<file path="src/rtl/maze_episode_controller.sv">
// Grid-maze environment and episode sequencer: one action in, one registered step result out.
// Optional MAZE_AUTO_RESTART_EN: pulse goal/error for one cycle in TERM, then restart without start.
module maze_episode_controller #(
  parameter int GRID_W      = 6,
  parameter int GRID_H      = 6,
  parameter int STATE_W     = 6,
  parameter int START_STATE = 0,
  parameter int GOAL_STATE  = 25,
  parameter logic [GRID_W*GRID_H-1:0] PIT_MASK = 36'h0004A6098,
  parameter int MAX_STEPS   = 64,
  parameter int STEP_CNT_W  = 7,
  parameter int EP_CNT_W    = 16,
  parameter int REWARD_W    = 16,
  parameter int REWARD_GOAL = 100,
  parameter int REWARD_PIT  = -100,
  parameter int REWARD_STEP = -1,
  parameter int REWARD_WALL = -5
) (
  input  logic                       clk,
  input  logic                       rst_n,
  input  logic                       en,
  input  logic                       start,
  input  logic                       action_valid,
  output logic                       action_ready,
  input  logic [1:0]                 action,
  output logic                       step_valid,
  input  logic                       step_ready,
  output logic [STATE_W-1:0]         next_state,
  output logic signed [REWARD_W-1:0] reward,
  output logic                       done,
  output logic [1:0]                 done_cause,
  output logic [STATE_W-1:0]         curr_state,
  output logic [STEP_CNT_W-1:0]      step_count,
  output logic [EP_CNT_W-1:0]        episode_count,
  output logic                       goal,
  output logic                       error
);

  localparam int PIT_W = 2**STATE_W;
  localparam logic [PIT_W-1:0]            PIT_VEC   = PIT_W'(PIT_MASK);
  localparam logic [STATE_W-1:0]          START_S   = STATE_W'(START_STATE);
  localparam logic [STATE_W-1:0]          START_ROW = STATE_W'(START_STATE / GRID_W);
  localparam logic [STATE_W-1:0]          START_COL = STATE_W'(START_STATE % GRID_W);
  localparam logic [STATE_W-1:0]          GOAL_S    = STATE_W'(GOAL_STATE);
  localparam logic [STATE_W-1:0]          LAST_ROW  = STATE_W'(GRID_H - 1);
  localparam logic [STATE_W-1:0]          LAST_COL  = STATE_W'(GRID_W - 1);
  localparam logic [STATE_W-1:0]          ONE_RC    = STATE_W'(1);
  localparam logic [STEP_CNT_W-1:0]       MAX_C     = STEP_CNT_W'(MAX_STEPS);
  localparam logic [STEP_CNT_W-1:0]       ONE_STEP  = STEP_CNT_W'(1);
  localparam logic [EP_CNT_W-1:0]         ONE_EP    = EP_CNT_W'(1);
  localparam logic signed [REWARD_W-1:0]  RW_GOAL   = REWARD_W'(REWARD_GOAL);
  localparam logic signed [REWARD_W-1:0]  RW_PIT    = REWARD_W'(REWARD_PIT);
  localparam logic signed [REWARD_W-1:0]  RW_STEP   = REWARD_W'(REWARD_STEP);
  localparam logic signed [REWARD_W-1:0]  RW_WALL   = REWARD_W'(REWARD_WALL);

  typedef enum logic [1:0] {S_IDLE, S_WAIT_ACT, S_RESP, S_TERM} state_t;

  state_t                       r_state, w_state_nxt;
  logic                         w_accept, w_commit, w_restart;
  logic [STATE_W-1:0]           r_row, r_col, r_nrow, r_ncol, r_curr_state, r_next_state;
  logic [STEP_CNT_W-1:0]        r_step_count;
  logic [EP_CNT_W-1:0]          r_ep_count;
  logic signed [REWARD_W-1:0]   r_reward;
  logic [1:0]                   r_cause;
  logic                         r_done, r_goal, r_error;
  logic                         w_wall;
  logic [STATE_W-1:0]           w_cand_row, w_cand_col, w_cand_state;
  logic signed [REWARD_W-1:0]   w_reward;
  logic [1:0]                   w_cause;

  always_ff @(posedge clk or negedge rst_n) begin
    if (!rst_n) r_state <= S_IDLE;
    else        r_state <= w_state_nxt;
  end

  always_comb begin
    w_state_nxt = r_state;
    w_accept    = 1'b0;
    w_commit    = 1'b0;
    w_restart   = 1'b0;
    if (en) begin
      case (r_state)
        S_IDLE: if (start) begin
          w_restart   = 1'b1;
          w_state_nxt = S_WAIT_ACT;
        end
        S_WAIT_ACT: if (action_valid) begin
          w_accept    = 1'b1;
          w_state_nxt = S_RESP;
        end
        S_RESP: if (step_ready) begin
          w_commit    = 1'b1;
          w_state_nxt = r_done ? S_TERM : S_WAIT_ACT;
        end
        S_TERM: begin
`ifdef MAZE_AUTO_RESTART_EN
          w_restart   = 1'b1;
          w_state_nxt = S_WAIT_ACT;
`else
          if (start) begin
            w_restart   = 1'b1;
            w_state_nxt = S_WAIT_ACT;
          end
`endif
        end
        default: w_state_nxt = S_IDLE;
      endcase
    end
  end

  // Candidate move; a wall bump leaves row/col where they are.
  always_comb begin
    w_cand_row = r_row;
    w_cand_col = r_col;
    w_wall     = 1'b0;
    case (action)
      2'd0: if (r_row == '0)      w_wall = 1'b1; else w_cand_row = r_row - ONE_RC;
      2'd1: if (r_row == LAST_ROW) w_wall = 1'b1; else w_cand_row = r_row + ONE_RC;
      2'd2: if (r_col == '0)      w_wall = 1'b1; else w_cand_col = r_col - ONE_RC;
      default: if (r_col == LAST_COL) w_wall = 1'b1; else w_cand_col = r_col + ONE_RC;
    endcase
    w_cand_state = STATE_W'(int'(w_cand_row) * GRID_W + int'(w_cand_col));
  end

  always_comb begin
    w_reward = w_wall ? RW_WALL : RW_STEP;
    w_cause  = 2'd0;
    if (w_cand_state == GOAL_S) begin
      w_reward = RW_GOAL;
      w_cause  = 2'd1;
    end else if (PIT_VEC[w_cand_state]) begin
      w_reward = RW_PIT;
      w_cause  = 2'd2;
    end else if ((r_step_count + ONE_STEP) == MAX_C) begin
      w_cause  = 2'd3;
    end
  end

  always_ff @(posedge clk or negedge rst_n) begin
    if (!rst_n) begin
      r_row        <= START_ROW;
      r_col        <= START_COL;
      r_nrow       <= '0;
      r_ncol       <= '0;
      r_curr_state <= START_S;
      r_next_state <= '0;
      r_step_count <= '0;
      r_ep_count   <= '0;
      r_reward     <= '0;
      r_cause      <= 2'd0;
      r_done       <= 1'b0;
      r_goal       <= 1'b0;
      r_error      <= 1'b0;
    end else if (w_restart) begin
      r_row        <= START_ROW;
      r_col        <= START_COL;
      r_curr_state <= START_S;
      r_step_count <= '0;
      r_cause      <= 2'd0;
      r_done       <= 1'b0;
      r_goal       <= 1'b0;
      r_error      <= 1'b0;
    end else if (w_accept) begin
      r_nrow       <= w_cand_row;
      r_ncol       <= w_cand_col;
      r_next_state <= w_cand_state;
      r_reward     <= w_reward;
      r_cause      <= w_cause;
      r_done       <= (w_cause != 2'd0);
    end else if (w_commit) begin
      r_row        <= r_nrow;
      r_col        <= r_ncol;
      r_curr_state <= r_next_state;
      r_step_count <= r_step_count + ONE_STEP;
      if (r_done) begin
        r_ep_count <= r_ep_count + ONE_EP;
        r_goal     <= (r_cause == 2'd1);
        r_error    <= (r_cause == 2'd2);
      end
    end
  end

  assign action_ready  = en && (r_state == S_WAIT_ACT);
  assign step_valid    = (r_state == S_RESP);
  assign next_state    = r_next_state;
  assign reward        = r_reward;
  assign done          = r_done;
  assign done_cause    = r_cause;
  assign curr_state    = r_curr_state;
  assign step_count    = r_step_count;
  assign episode_count = r_ep_count;
  assign goal          = r_goal;
  assign error         = r_error;

endmodule

</file>
<file path="config.mk">
export PLATFORM = sky130hd
export DESIGN_NAME = maze_episode_controller
export DESIGN_NICKNAME = d
export VERILOG_FILES = /design/src/rtl/maze_episode_controller.sv
export SDC_FILE = /design/constraint.sdc
export NUM_CORES = 1
export LEC_CHECK = 0
export ABC_AREA = 1
export BUFFER_PORTS_ARGS = -buffer_cell sky130_fd_sc_hd__buf_2
export CAP_MARGIN = 20
export CORE_MARGIN = 10
export CORE_UTILIZATION = 32
export DETAILED_ROUTE_END_ITERATION = 8
export SETUP_SLACK_MARGIN = 0.1
export SYNTH_ARGS = -nofsm -noshare
export SYNTH_HDL_FRONTEND = slang
export SYNTH_SLANG_ARGS = --single-unit
</file>
<file path="constraint.sdc">
create_clock -name clk -period 5.1 [get_ports clk]
set_clock_uncertainty 0.1 [all_clocks]
set_input_delay 0.51 -clock clk [delete_from_list [all_inputs] [get_ports clk]]
set_output_delay 0.51 -clock clk [all_outputs]
set_load 0.005 [all_outputs]
</file>
==> results.md, run 1 <==
* Worst-Margin Slew at a little under 900 ps
* Placed Instances at ~760
* Number of global-route vias before repair at ~3,600
* Largest family of logic cells by synthesized area: simple AND/OR/NAND/NOR gates
* Cell Count, Final, Fillers Out at 778
* Antenna violations before repair at 0
* Worst EP required at about 5200 ps
* Post-synth top area cell: dfrtp_1
* Cts-stage hold buffer count at 0
* Clk Latency, worst-skew pair at ~330 ps
* H-tree Lvls at 3
* IO buf count at 65
* Sw Ratio at between 40% and 50%
* R2r setup slk at approximately 800 ps
* Register share of total power at between 20% and 30%
* Top post-synthesis cells by count: 128 x nand2_1, 73 x inv_1, 68 x dfrtp_1, 47 x nand3_1, 41 x o21ai_0
* Root Buffer: clkbuf_16
* CTS tree: built
* Synth Area in XOR/XNOR at roughly 5.8%
* Max-Cap Viols at 0
* Most common cell in the synthesized netlist: nand2_1
* Seq/Total Area, Yosys at 39.9%
* DRC at 0
* First-pass GRT wire length at ~17 mm
* Async set-reset flop share out of synthesis at 100%
* Yosys warns at 0
* Die Area at around 0.018 mm²
* Relative slew slack at about two fifths
* Height of the die at about 140 µm
* Setup crit start kind: flop
* Die width at 135 µm
* Crit. End Element: flop
* Switching power at between 1.5 and 2 mW
* Worst Path Class, Setup: reg2reg
* HPWL after DPL at 7.85 mm
* # rows at 42
* Mux contribution to synthesized area at 0%
* Share of cells above drive strength 1 at 19.6%
* Slowest-stage cell, CP: fa_1
* Synth top area share at about two fifths
* Worst-case clock buffer depth at 2
* Nets at 627
* Most area-consuming cells after synthesis: dfrtp_1 40%, nand2_1 11%, inv_1 6.4%
* Top FF cell, synth: dfrtp_1
* Initial Utilization at 32.4%
* CTS clock-pin slew for the worst setup and hold paths at 60 ps
* Cell Int Power at roughly 1.8 mW
* R2r startpoint: r_row[0]
* Hold Crit Class: in2async
* Global-route congestion overflow total at 0
* Path depth of the worst reg2reg path at 23
* Pins Over Slew Limit at 0
* Final hold vios at 0
* Status: finished clean
* RSZ-0062 raised after global routing: false
* Yosys reg bits at 68
* Setup WS pre-CTS at ~800 ps
* Worst R2R End: done
* Post-synthesis compound-gate area fraction at approximately a tenth
* Largest net degree at the start of global routing at 69
* PD cells at 674 mW/mm²
* Total GRT Usage at around 12%
* Ant diodes at 0
* Core outline area at 0.0131 mm²
* Worst vdd ir at ~300 µV
* Cells after Synth at 544
* Simple-Gate Fraction of Synth Area at a little over a quarter
* Fin crit share at between 80% and 90%
* Final WL at around 10 mm
* Period minus WS final at roughly 4300 ps
* CP peak stage delay at ~470 ps
* Static Leak at ~2.6 nW
* Post-CTS Setup Repair Bufs at 0
* Post-route ant nets at 0
* Buf/Inv on CP at 4
* Post-CTS Resized at 0
* TritonCTS Buffers at 9
* Vias at between 3,000 and 4,000
* DRT Pass-1 Iters at 5
* Hold WS at ~280 ps
* CTS sink count at 68
* Combinational share of power at a little over half
* Most frequent CP cell: nand2_1
* DR WL/cell at roughly 13 µm
* Area grow syn2layout at 16.7%
* Synthesized area at 0.00426 mm²
* Data arrival, critical path at about 4400 ps
* EDFF count, synth at 0
* Total negative slack at 0 ps
* Final setup fails at 0
* Clock power share at a little under a fifth
* Critical-path cell list: inv_1 -> ha_1 -> inv_1 -> nor2_1 -> nand3_1 -> nand2_1 -> nand2_1 -> o21ai_0 -> ha_1 -> inv_1 -> fa_1 -> inv_1 -> ha_1 -> a21oi_1 -> nand2_1 -> xnor2_1 -> nor3_1 -> o21ai_1 -> nand2_1 -> nand2_2 -> nand3_1 -> nand3_1 -> nand2_1
* GPL Wtd Cong at 0.830
* Max Fanout on Critical Path at 6
* Max frequency at 0.233 GHz
* DRT iter0 DRCs at approximately 240
* Count of cell types in the netlist at 36
* Synth Net Count at around 570
* CP top delay family: adder cells
* Setup ws final at between 800 and 900 ps
* Post-layout util at 37.8%
* Average via count per standard cell at between 4 and 5
* Adder-Cell Fraction of Synth Area at 6.81%
* Top Ports at 66
* Synth Area per Inst at around 7.8 µm²
layer usage:
metal | wire length (µm) | global-route usage, %
met4 | 149 | 4.13
met3 | 576 | 2.15
met1 | 4710 | 14.4
met5 | 0 | 0
met2 | 4990 | 19.5
kinds of logic (layout without fill, tap and decap cells):
| kind of cell | after synthesis | in the layout |
|---|---|---|
| AND/OR/NAND/NOR | 248 | 248 |
| adder cells (fa/ha/maj) | 22 | 22 |
| AO/OA/AOI/OAI | 73 | 73 |
| buffers and inverters | 105 | 163 |
| XOR/XNOR | 28 | 28 |
| flip-flops | 68 | 68 |
state kept, by name (all words and copies together), names as in the netlist:
name	count
r_nrow	6
episode_count	16
curr_state	5
r_state	2
error	1
step_count	7
r_ncol	6
r_row	6
done_cause	2
next_state	5
done	1
goal	1
reward	4
r_col	6
placed cells by master, fill, tap and decap left out, types with 3 or more instances in the layout:
master     count
ha_1          20
nand4_1        7
xor2_1        17
o21ai_0       41
dfrtp_1       68
a21oi_1        8
buf_2         65
nor2_1        34
nor2_4         7
clkbuf_16      9
xnor2_1       11
o22ai_1       11
nor2_2         6
nand2_2        9
inv_2          5
inv_1         73
buf_4          4
nand2_1      128
nand3_2        3
nand3_1       47
metrics by stage:
| stage | total power, mW | instance area (µm²) |
|---|---|---|
| 2_1_floorplan | 2.29 | 4260 |
| 4_1_cts | 3.38 | 4970 |
| 6_report | 3.35 | 4970 |
| 5_1_grt | 3.72 | 4970 |
| 3_5_place_dp | 2.75 | 4670 |
| 3_3_place_gp | 2.68 | 4670 |
cell type report:
class	count	area [µm²]
timing repair buffer	69	355
clock buffer	12	246
multi-input combinational	371	2100
tap	176	220
clock inverter	4	48.8
inverter	78	293
fill	1372	8170
sequential	68	1700
worst max path at each step:
stage | startpoint | end | slack [ps] | cells past startpoint
6_report | r_row[0] | done | 800 | 23
5_1_grt | r_row[0] | reward[2] | 220 | 28
4_1_cts | r_row[0] | done | 790 | 23
3_5_place_dp | r_row[0] | done | 800 | 23
3_3_place_gp | r_row[0] | done | 1030 | 28
2_1_floorplan | r_row[0] | done | 1320 | 23
power by group through the flow:
stage | combinational [mW] | clock [mW] | sequential [mW]
after floorplan | 1.43 | 0 | 0.859
after global placement | 1.78 | 0 | 0.902
after detailed placement | 1.84 | 0 | 0.907
after CTS | 1.85 | 0.634 | 0.903
after global routing | 2.13 | 0.660 | 0.931
final | 1.82 | 0.625 | 0.902
worst register-to-register path, cell delays in order, from the launching register on:
cell	delay, ps
dfrtp_1	440
inv_1	170
ha_1	210
inv_1	50
nor2_1	180
nand3_1	120
nand2_1	120
nand2_1	90
o21ai_0	400
ha_1	250
inv_1	60
fa_1	470
inv_1	40
ha_1	330
a21oi_1	160
nand2_1	80
xnor2_1	290
nor3_1	80
o21ai_1	100
nand2_1	100
nand2_2	120
nand3_1	90
nand3_1	70
nand2_1	60
Power figures use the tool's default switching activity.
==> run 2: changes to the inputs <==
Settings changed: ABC_AREA 1 to 0.
Clock period 5.1 ns to 3.7 ns, I/O delays scaled along.
==> results.md, run 2 <==
* DRC at 0 (unchanged)
* EDFF count, synth at 0 (unchanged)
* Worst-case clock buffer depth at 2 (unchanged)
* Async set-reset flop share out of synthesis at 100% (unchanged)
* Yosys reg bits at 68 (unchanged)
* H-tree Lvls at 3 (unchanged)
* Vias at 3,672 (was 3,651)
* TritonCTS Buffers at 9 (unchanged)
* Setup crit start kind: flop (unchanged)
* Final setup fails at 8 (was 0)
* CTS tree: built (unchanged)
* Synth Net Count at 497 (was 574)
* Max frequency at 0.234 GHz (was 0.233 GHz)
* Buf/Inv on CP at 4 (unchanged)
* Largest family of logic cells by synthesized area: simple AND/OR/NAND/NOR gates (unchanged)
* Critical-path cell list: inv_2 -> ha_4 -> or3b_4 -> or3_4 -> o211ai_1 -> xnor2_1 -> ha_2 -> inv_2 -> fa_1 -> inv_2 -> ha_4 -> nor2b_4 -> o21ai_2 -> nor3b_4 -> o21a_1 -> a211o_1 -> o211ai_1 -> buf_4 -> a31oi_1 (was inv_1 -> ha_1 -> inv_1 -> nor2_1 -> nand3_1 -> nand2_1 -> nand2_1 -> o21ai_0 -> ha_1 -> inv_1 -> fa_1 -> inv_1 -> ha_1 -> a21oi_1 -> nand2_1 -> xnor2_1 -> nor3_1 -> o21ai_1 -> nand2_1 -> nand2_2 -> nand3_1 -> nand3_1 -> nand2_1)
* Hold Crit Class: in2async (unchanged)
* CTS sink count at 68 (unchanged)
* Status: finished, violations left (was finished clean)
* Commonest non-fill, non-tap cell in the layout: nand2_1 (unchanged)
* Synth Area per Inst at 8.83 µm² (was 7.83 µm²)
* Clk Latency, worst-skew pair at 330 ps (about the same)
* Share of cells above drive strength 1 at 31.2% (was 19.6%)
* Fillers at 1,245 (was 1,372)
* Antenna violations before repair at 0 (unchanged)
* Most frequent CP cell: inv_2 (was nand2_1)
* Max reg flops at 16 (unchanged)
* CP peak stage delay at 500 ps (was 470 ps)
* Most area-consuming cells after synthesis: dfrtp_1 41%, nand2_1 6.9%, ha_1 6.1% (was dfrtp_1 40%, nand2_1 11%, inv_1 6.4%)
* DRT iter0 DRCs at 316 (was 236)
* Global-route congestion overflow total at 0 (unchanged)
* Post-route ant nets at 0 (unchanged)
* Simple-Gate Fraction of Synth Area at 21.3% (was 26.9%)
* Die Area at 0.0178 mm² (was 0.0183 mm²)
* Area grow syn2layout at 27.7% (was 16.7%)
* Period minus WS final at 4270 ps (was 4300 ps)
* Root Buffer: clkbuf_16 (unchanged)
* Worst vdd ir at 385 µV (was 302 µV)
* Register share of total power at 26.0% (was 27.0%)
* RSZ-0062 raised after global routing: true (was false)
* Nets at 594 (was 627)
* CTS clock-pin slew for the worst setup and hold paths at 60 ps (about the same)
* HPWL after DPL at 8.42 mm (was 7.85 mm)
* Average via count per standard cell at 4.96 (was 4.69)
* CP top delay family: adder cells (unchanged)
* DRT Pass-1 Iters at 5 (unchanged)
* Yosys warns at 0 (unchanged)
* IO buf count at 65 (unchanged)
* Synthesized area at 0.00412 mm² (was 0.00426 mm²)
* First-pass GRT wire length at 18.5 mm (was 17.5 mm)
* Pins Over Slew Limit at 0 (unchanged)
* Post-synth top area cell: dfrtp_1 (unchanged)
* Largest net degree at the start of global routing at 42 (was 69)
* Initial Utilization at 32.7% (was 32.4%)
* Final hold vios at 0 (unchanged)
* Top Ports at 66 (unchanged)
* Final WL at 11.2 mm (was 10.4 mm)
* Ant diodes at 0 (unchanged)
* # rows at 41 (was 42)
* Post-synthesis compound-gate area fraction at 15.2% (was 9.90%)
* Clock power share at 19.6% (was 18.7%)
* Setup ws final at -573 ps (was 802 ps)
* Combinational share of power at 54.4% (about the same)
* Core outline area at 0.0126 mm² (was 0.0131 mm²)
* Total GRT Usage at 12.5% (was 11.6%)
* Failing checks: setup timing
* Count of cell types in the netlist at 53 (was 36)
* Number of global-route vias before repair at 3,736 (was 3,621)
* Worst-Margin Slew at 935 ps (was 871 ps)
* Top post-synthesis cells by count: 76 x nand2_1, 68 x dfrtp_1, 33 x a21oi_1, 32 x nor2_1, 24 x inv_1 (was 128 x nand2_1, 73 x inv_1, 68 x dfrtp_1, 47 x nand3_1, 41 x o21ai_0)
* Slowest-stage cell, CP: fa_1 (unchanged)
* Cell Count, Final, Fillers Out at 740 (was 778)
* Max-Cap Viols at 0 (unchanged)
* Switching power at 1.54 mW (about the same)
* R2r setup slk at -570 ps (was 800 ps)
* Seq/Total Area, Yosys at 41.3% (was 39.9%)
* Most frequent cells in the layout: 76 x nand2_1, 67 x dfrtp_1, 65 x buf_2, 58 x buf_4, 32 x a21oi_1 (was 128 x nand2_1, 73 x inv_1, 68 x dfrtp_1, 65 x buf_2, 47 x nand3_1)
* Relative slew slack at 37.7% (was 42.0%)
* Max Fanout on Critical Path at 6 (unchanged)
* DR WL/cell at 15.1 µm (was 13.4 µm)
* Synth top area share at 41.3% (was 39.9%)
* Sw Ratio at 38.2% (was 46.1%)
* Placed Instances at 717 (was 762)
* Most common cell in the synthesized netlist: nand2_1 (unchanged)
* R2r startpoint: r_row[0] (unchanged)
* Data arrival, critical path at 4370 ps (was 4420 ps)
* GPL Wtd Cong at 0.835 (was 0.830)
* Cells after Synth at 467 (was 544)
* PD cells at 768 mW/mm² (was 674 mW/mm²)
* Height of the die at 133 µm (was 135 µm)
* Hold WS at 79.1 ps (was 276 ps)
* Top FF cell, synth: dfrtp_1 (unchanged)
* Mux contribution to synthesized area at 2.13% (was 0%)
* Cell Int Power at 2.50 mW (was 1.81 mW)
* Adder-Cell Fraction of Synth Area at 7.04% (was 6.81%)
* Worst EP required at 3800 ps (was 5220 ps)
* Crit. End Element: flop (unchanged)
* Static Leak at 2.57 nW (was 2.62 nW)
* Fin crit share at 115% (was 84.3%)
* Worst Setup SP: r_row[0] (unchanged)
* Synth Area in XOR/XNOR at 5.74% (was 5.76%)
* Die width at 133 µm (was 135 µm)
* Worst Path Class, Setup: reg2reg (unchanged)
[run 2: power groups by stage]
stage	sequential (mW)	combinational (mW)	clock, mW
floorplan	1.05	1.28	0
global placement	1.05	1.96	0
detailed placement	1.06	2.02	0
CTS	1.05	2.14	0.812
global route	1.07	2.45	0.842
finish	1.05	2.20	0.794
[run 2: routing by layer]
layer	up-vias	track usage (%)	routed length, µm
li1	1798	-	-
met1	1798	14.9	5020
met2	68	21.6	5610
met3	8	3.16	433
met4	0	3.75	130
met5	-	0	0
[run 2: final timing paths]
check                      cells past startpoint           endpoint
hold / removal                                 1         r_state[0]
hold reg to reg                                1  episode_count[15]
max in group asynchronous                      3      curr_state[5]
setup / recovery                              19          reward[2]
min in group clk                               3         r_state[0]
setup reg to reg                              19          reward[2]
[run 2: repair_timing]
action	4_1_cts	5_1_grt
setup buffers	6	2
resized for setup	6	9
pin swaps	6	6
endpoints found under the setup margin	9	10
hold buffers	0	0
[run 2: final cells by class]
| cell class | count | area (µm²) | area share, % |
|---|---|---|---|
| multi-input combinational | 338 | 2210 | 42.1 |
| sequential | 68 | 1700 | 32.4 |
| timing repair buffer | 123 | 761 | 14.5 |
| clock buffer | 11 | 253 | 4.80 |
| tap | 172 | 215 | 4.09 |
| inverter | 24 | 92.6 | 1.76 |
| clock inverter | 4 | 25.0 | 0.475 |
[run 2: stage by stage]
step                power, mW  worst slack [ps]  utilization [%]  setup TNS [ps]  area, µm²
floorplan                2.33              -745                -           -4790       4170
global placement         3.01              -561             38.6           -4130       4870
detailed placement       3.08              -654             38.6           -4930       4870
CTS                      4.00              -589             41.3           -4400       5210
global route             4.36              -877             41.7           -6800       5260
finish                   4.04              -573             41.7           -4350       5260
[run 2: logic make-up (layout without fill, tap and decap cells)]
| logic type | after synthesis | after routing |
|---|---|---|
| xor+xnor | 27 | 27 |
| simple gates | 183 | 183 |
| mux | 8 | 8 |
| flops | 68 | 68 |
| buf+inv | 61 | 162 |
| compound gates | 98 | 98 |
| fa+ha+maj | 22 | 22 |
